<file path="src/rtl/key_pkg.sv">
// key_pkg: shared repeat-FSM encodings and counter-width helper for key_conditioner
package key_pkg;
  typedef enum logic [1:0] {
    KEY_IDLE   = 2'd0,
    KEY_DELAY  = 2'd1,
    KEY_REPEAT = 2'd2
  } key_state_t;
  // bits needed to hold values 0..n
  function automatic int cnt_w(input int unsigned n);
    return (n < 1) ? 1 : $clog2(n + 1);
  endfunction
endpackage

</file>
<file path="src/rtl/key_debounce_ch.sv">
// key_debounce_ch: one button channel - sync, debounce, press/release strobes, auto-repeat
//   clk   : system clock
//   rst_n : async active-low reset
//   raw   : raw button pin
//   level : debounced level, 1 = pressed
//   press, rel, rpt, pulse : registered single-cycle strobes
module key_debounce_ch
  import key_pkg::*;
#(
  parameter int unsigned DEBOUNCE_CYCLES = 1_000_000,
  parameter bit          REPEAT_EN       = 1'b1,
  parameter int unsigned REPEAT_DELAY    = 50_000_000,
  parameter int unsigned REPEAT_PERIOD   = 10_000_000,
  parameter bit          ACTIVE_LOW      = 1'b1
) (
  input  logic clk,
  input  logic rst_n,
  input  logic raw,
  output logic level,
  output logic press,
  output logic rel,
  output logic rpt,
  output logic pulse
);
  localparam int CW = cnt_w(DEBOUNCE_CYCLES);
  localparam int RW = cnt_w(REPEAT_DELAY > REPEAT_PERIOD ? REPEAT_DELAY : REPEAT_PERIOD);
  logic [1:0]    sync;
  logic [CW-1:0] cnt;
  logic [RW-1:0] rcnt;
  key_state_t    state;
  logic s, diff, hit, up, dn, r_term, r_hit;
  assign s      = sync[1] ^ ACTIVE_LOW;
  assign diff   = s != level;
  assign hit    = diff && cnt == CW'(DEBOUNCE_CYCLES - 1);
  assign up     = hit && !level;
  assign dn     = hit && level;
  assign r_term = (state == KEY_DELAY && rcnt == RW'(REPEAT_DELAY - 1)) ||
                  (state == KEY_REPEAT && rcnt == RW'(REPEAT_PERIOD - 1));
  // a coincident release suppresses the repeat strobe
  assign r_hit  = r_term && !dn;
  always_ff @(posedge clk or negedge rst_n) begin
    if (!rst_n) begin
      sync  <= {2{ACTIVE_LOW}};
      cnt   <= '0;
      level <= 1'b0;
      press <= 1'b0;
      rel   <= 1'b0;
      rpt   <= 1'b0;
      pulse <= 1'b0;
      state <= KEY_IDLE;
      rcnt  <= '0;
    end else begin
      sync  <= {sync[0], raw};
      cnt   <= (diff && !hit) ? cnt + 1'b1 : '0;
      level <= level ^ hit;
      press <= up;
      rel   <= dn;
      rpt   <= r_hit;
      pulse <= up || r_hit;
      if (dn) begin
        state <= KEY_IDLE;
        rcnt  <= '0;
      end else if (up) begin
        state <= REPEAT_EN ? KEY_DELAY : KEY_IDLE;
        rcnt  <= '0;
      end else if (state != KEY_IDLE) begin
        state <= r_term ? KEY_REPEAT : state;
        rcnt  <= r_term ? '0 : rcnt + 1'b1;
      end
    end
  end
endmodule

</file>
<file path="src/rtl/key_conditioner.sv">
// key_conditioner: NUM_KEYS independent button conditioning channels
//   clk_100M : system clock
//   rst_n    : async active-low reset
//   btn_raw  : raw button pins
//   key_level/key_press/key_release/key_repeat/key_pulse : per-key outputs
module key_conditioner
  import key_pkg::*;
#(
  parameter int unsigned NUM_KEYS        = 4,
  parameter int unsigned DEBOUNCE_CYCLES = 1_000_000,
  parameter bit          REPEAT_EN       = 1'b1,
  parameter int unsigned REPEAT_DELAY    = 50_000_000,
  parameter int unsigned REPEAT_PERIOD   = 10_000_000,
  parameter bit          ACTIVE_LOW      = 1'b1
) (
  input  logic                clk_100M,
  input  logic                rst_n,
  input  logic [NUM_KEYS-1:0] btn_raw,
  output logic [NUM_KEYS-1:0] key_level,
  output logic [NUM_KEYS-1:0] key_press,
  output logic [NUM_KEYS-1:0] key_release,
  output logic [NUM_KEYS-1:0] key_repeat,
  output logic [NUM_KEYS-1:0] key_pulse
);
  for (genvar g = 0; g < NUM_KEYS; g++) begin : g_ch
    key_debounce_ch #(
      .DEBOUNCE_CYCLES(DEBOUNCE_CYCLES),
      .REPEAT_EN      (REPEAT_EN),
      .REPEAT_DELAY   (REPEAT_DELAY),
      .REPEAT_PERIOD  (REPEAT_PERIOD),
      .ACTIVE_LOW     (ACTIVE_LOW)
    ) u_ch (
      .clk  (clk_100M),
      .rst_n(rst_n),
      .raw  (btn_raw[g]),
      .level(key_level[g]),
      .press(key_press[g]),
      .rel  (key_release[g]),
      .rpt  (key_repeat[g]),
      .pulse(key_pulse[g])
    );
  end
endmodule
</file>
<file path="config.mk">
export PLATFORM = sky130hd
export DESIGN_NAME = key_conditioner
export DESIGN_NICKNAME = d
export VERILOG_FILES = /design/src/rtl/key_pkg.sv /design/src/rtl/key_debounce_ch.sv /design/src/rtl/key_conditioner.sv
export SDC_FILE = /design/constraint.sdc
export NUM_CORES = 1
export LEC_CHECK = 0
export BUFFER_PORTS_ARGS = -buffer_cell sky130_fd_sc_hd__buf_4
export CORE_UTILIZATION = 52
export CTS_CLUSTER_DIAMETER = 40
export CTS_CLUSTER_SIZE = 8
export DETAILED_ROUTE_END_ITERATION = 7
export PLACE_DENSITY = 0.73
export SLEW_MARGIN = 20
export SYNTH_ARGS = -nofsm -noshare
export SYNTH_HDL_FRONTEND = slang
export SYNTH_SLANG_ARGS = --single-unit
export TNS_END_PERCENT = 5
</file>
<file path="constraint.sdc">
create_clock -name clk_100M -period 8 [get_ports clk_100M]
set_input_delay 0.8 -clock clk_100M [delete_from_list [all_inputs] [get_ports clk_100M]]
set_output_delay 0.8 -clock clk_100M [all_outputs]
set_load 0.05 [all_outputs]
</file>
Word level (Yosys, flattened, before mapping)
Cells that the tools add are included. Widths: inputs -> output; s select.

Add/subtract/negate cells: 8. Multipliers: 0. Divide/modulo/power cells: 0. Magnitude comparators: 0. Equal/unequal tests: 24. Shifts and indexed selects: 0. Multiplexer cells: 36. Bitwise gates (word level): 8. Reduce and logical (&&, ||, !) cells: 64.

Operator list (count): $mux 26 (16); $add 26x1->26 const B (4); $eq 26x24->1 const B (4); $eq 26x26->1 const B (4); $add 20x1->20 const B (4); $eq 20x20->1 const B (4); $mux 20 (4); $mux 2 (16); $logic_and 1x1->1 (28); $reduce_bool 3->1 (8); $logic_not 1->1 (12); $eq 2x1->1 const B (4); $eq 2x2->1 const B (4); $logic_or 1x1->1 (8); $reduce_and 2->1 (4); $reduce_bool 2->1 (4); $ne 1x1->1 (4); $not 1->1 (4); $xor 1x1->1 (4).

Bits in registers: 220. Bits in latches: 0. Bits in writable memories: 0. ROM bits: 0. Input bits: 6. Word-level logic and storage cells: 176. Memories kept: 0.

Depth between registers and ports, before layout
Depth in word-level cells: 7. Depth in mapped cells: 11. Gate-level depth less buffers: 11.

By module
A second synthesis with hierarchy kept.

Cells, all modules: 1091. Area, all modules: 10910.5 sq um.

Modules (own cells, without submodules): key_debounce_ch at g_ch[2].u_ch ... (instances 2, cells an instance 272, area each 2690.1 sq um, seq. area each 1378.8 sq um); key_debounce_ch at g_ch[1].u_ch (instances 1, cells an instance 283, area each 2826.5 sq um, seq. area each 1378.8 sq um); key_debounce_ch at g_ch[0].u_ch (instances 1, cells an instance 264, area each 2703.8 sq um, seq. area each 1378.8 sq um).

Worst setup path after synthesis
OpenSTA, ideal clock, no wires.

Path kind: flip-flop to flip-flop. From: reg g_ch[1].u_ch.cnt[8]. To: reg g_ch[1].u_ch.rcnt[25]. Library setup time: 0.119 ns. Arrival: 2.777 ns. Data required time: 7.881 ns. Setup slack: 5.105 ns. Cell stages (with the launch flop): 10. Period minus slack after synthesis: 2.895 ns. Cells stage by stage: dfrtp_1 > or4b_2 > or4_4 > nor2_1 > ha_1 > or4_1 > nand3_1 > nor4_1 > xnor2_1 > nor2_1.

Elaborated cells between the ends (all ways): 7. Classes of those cells: eq/ne (1); mux (2); reduce/logical (4).

RTL lines: from (decl) (RTL line key_debounce_ch.sv:28) `logic [CW-1:0] cnt;`; from (signal assigned) (RTL line key_debounce_ch.sv:54) `cnt <= (diff && !hit) ? cnt + 1'b1 : '0;`; $eq 20x20->1 * (RTL line key_debounce_ch.sv:34) `assign hit = diff && cnt == CW'(DEBOUNCE_CYCLES - 1);`; $logic_and 1x1->1 * (RTL line key_debounce_ch.sv:34); $logic_and 1x1->1 * (RTL line key_debounce_ch.sv:36) `assign dn = hit && level;`; net g_ch[1].u_ch.dn (RTL line key_debounce_ch.sv:31) `logic s, diff, hit, up, dn, r_term, r_hit;`; $reduce_bool 3->1 (no line) / $mux 26 (equally long branches); to (signal assigned) (RTL line key_debounce_ch.sv:68) `rcnt <= r_term ? '0 : rcnt + 1'b1;`; to (decl) (RTL line key_debounce_ch.sv:29) `logic [RW-1:0] rcnt;`.

Mark *: on every way through the listed nets, which the timed path passes. The rest lies on a longest branch. A chain may end at the register's enable or synchronous reset.

Final worst setup path
Same ends and word-level chain as after synthesis.

==> summary.md <==
| Metric | Value |
|---|---|
| Chip height | `146 um` |
| Layout Nets | `1141` |
| Slew Limit Headroom | `~33%` |
| GRT overflow | `0` |
| Routed length per placed instance | `~14 um` |
| Setup crit end kind | `flip-flop` |
| DR vias | `slightly below 8000` |
| Initial DRC Count | `roughly 470` |
| Cell count after placement | `between 1000 and 1500` |
| I/O Pins | `26` |
| Initial Util | `a little over half` |
| Total Die Area | `~21000 sq um` |
| Main synth FF type | `dfrtp_1` |
| Clock Skew | `between 10 and 15 ps` |
| Post-Syn Nets | `1113` |
| Row Count | `52` |
| Ratio of cells with drive above 1 in the final layout | `~9%` |
| Critical Path Fanout Max | `8` |
| RSZ-0062 raised after global routing | `false` |
| Ys async rst share | `100%` |
| Pleak | `about 0.0055 uW` |
| Fill cell count | `between 1500 and 2000` |
| First-pass GRT wire length | `about 36 mm` |
| Maximum vdd drop | `around 0.17 mV` |
| Final hold vios | `0` |
| Drt pass-1 iters | `5` |
| Clock Tree Root | `clkbuf_16` |
| Pin count of the biggest net entering global routing | `97` |
| H-tree Lvls | `2` |
| Port Buf Inserts | `25` |
| Routed Antenna Nets | `0` |
| Antenna violations before repair | `0` |
| Fin Hold WS | `322 ps` |
| Syn_area_per_cell | `~9.9 sq um` |
| Max-cap viol count | `0` |
| Post-layout min period | `about 3300 ps` |
| Synth Warn # | `0` |
| Clock Latency Late Sink | `500 ps` |
| Final Total Pwr | `2720 uW` |
| Status | `complete, no violations` |
| Worst hold-check path type | `input pin to asynchronous set/reset pin` |
| Area of the mapped netlist | `~11000 sq um` |
| Gate Count Post-Synth | `1091` |
| Vias in the first global route | `7608` |
| Post-route DRC | `0` |
| Aggregate negative setup slack | `0 ps` |
| Worst reg-to-reg setup slack | `around 4700 ps` |
| Slew Limit Fails | `0` |
| Gr usage total | `19.8%` |
| Worst setup SP type | `flip-flop` |
| Most common cell after layout, fill and taps aside | `nor2_1` |
| Commonest non-fill, non-tap cells in the layout | `nor2_1, dfrtp_1, xor2_1, nand2_1, xnor2_1` |
| Critical path type | `flip-flop to flip-flop` |
| Area of placed instances | `around 11000 sq um` |
| CTS sink count | `220` |
| Critical Path RT | `roughly 8400 ps` |
| # hold bufs at CTS | `0` |
| Final setup fails | `0` |
| Pwr dens | `221 nW/um^2` |
| Die Wd | `about 150 um` |
| Register bit total from synthesis | `220` |
| Core ar. | `around 20000 sq um` |
| Clock tree buffer depth | `3` |
| Post-CTS Setup Inserts | `0` |
| Routed vias/inst | `5.46` |
| Post-route cell area | `12300 sq um` |
| Reg2reg start | `g_ch[1].u_ch.cnt[8]` |
| Worst-margin pin slew | `a little under 1000 ps` |
| Global placement routability congestion | `0.823` |
| Critical path arrival | `between 3000 and 4000 ps` |
| Register area share after synthesis | `approximately half` |
| FMAX | `300 MHz` |
| Post_cts resized | `0` |
| Area Overhead vs Synth | `14.2%` |
| Netlist cell types | `54` |
| EDFF count, synth | `0` |
| Worst Setup SP | `g_ch[1].u_ch.cnt[8]` |
| Inserted Clock Buffers | `38` |
| Final Non-Filler Cells | `roughly 1400` |
| Total Wirelength | `20.1 mm` |
| # diodes | `0` |
| Clock transition at path regs | `roughly 50 ps` |
| Period utilization | `41.6%` |
| CTS tree | `built` |
| Dpl hpwl | `around 13 mm` |
-- cell usage after synthesis (all sizes together) (5+ instances only) --
library cell	n	area, sq um
xor2	101	885
a21oi	7	35.0
nand2b	6	37.5
dfrtp	212	5310
nor2b	5	31.3
nand3	66	330
clkbuf	8	30.0
dfstp	8	210
or4	7	56.3
ha	16	200
nand4	54	338
nor4	31	200
a21boi	5	37.5
nor2	218	818
inv	25	93.8
and4	13	114
buf	31	231
o21ai	9	45.0
and3	31	195
nor4b	9	78.8
nand2	79	307
nor3	31	160
xnor2	70	613
-- where the power goes --
group | internal, uW | switching (uW) | total [uW]
logic | 8.42 | 31.7 | 40.1
clock network | 1030 | 519 | 1550
registers | 1120 | 6.13 | 1130
total | 2160 | 557 | 2720
-- sequential cells by signal (all words and copies together) (netlist names) --
name,cells
g_ch.u_ch.rcnt,104
g_ch.u_ch.cnt,80
g_ch.u_ch.state,8
g_ch.u_ch.sync,8
g_ch.u_ch.level,4
g_ch.u_ch.press,4
g_ch.u_ch.pulse,4
g_ch.u_ch.rel,4
g_ch.u_ch.rpt,4
-- worst paths after layout --
kind                                         end  depth (start not counted)
hold / removal              g_ch[0].u_ch.rcnt[6]                          1
setup / recovery           g_ch[1].u_ch.rcnt[25]                          9
hold reg to reg             g_ch[3].u_ch.sync[1]                          0
max in group asynchronous   g_ch[3].u_ch.rcnt[3]                          2
setup reg to reg           g_ch[1].u_ch.rcnt[25]                          9
min in group clk_100M       g_ch[3].u_ch.sync[1]                          0
-- layer usage --
metal  vias up  track usage (%)  part of all wire, %
met2       107             31.8                   46
met5         -                0                    0
met4         0             6.79                  2.0
met1      3783             27.2                   49
li1       3804                -                    -
met3        37             3.35                  3.3
-- worst max-delay path: stages (launching register included) --
cell,delay (ps)
dfrtp_1,420
or4b_2,670
or4_4,480
nor2_1,180
ha_1,300
or4_1,230
nand3_1,310
nor4_1,390
xnor2_1,160
nor2_1,50
-- kinds of logic (layout without fill, tap and decap cells) --
kind of cell / Yosys count / count (layout) / synth area share, %
buffers and inverters: 64 / 120 / 3.30
DFF: 220 / 220 / 51.2
adders and majority gates: 16 / 16 / 1.86
AOI/OAI and AO/OA: 42 / 42 / 2.71
and+or+nand+nor: 578 / 578 / 27.0
xor gates and xnor gates: 171 / 171 / 13.9
-- per-stage QoR --
step | utilization [%] | setup WS (ps)
3_5_place_dp | 54.7 | 4670
3_3_place_gp | 54.6 | 4640
5_1_grt | 60.8 | 4320
2_1_floorplan | - | 5100
4_1_cts | 60.7 | 4640
6_report | 60.8 | 4670
-- final cells by class --
class / count / area [sq um] / area share, %
well taps: 270 / 338 / 2.75
multi-input cells: 807 / 4910 / 40.0
inverters: 25 / 93.8 / 0.763
clock buffers: 57 / 1040 / 8.48
repair buffers: 27 / 210 / 1.71
flip-flops and latches: 220 / 5520 / 44.9
clock inverters: 11 / 180 / 1.47
No activity file was read; power rests on OpenSTA's default activity.
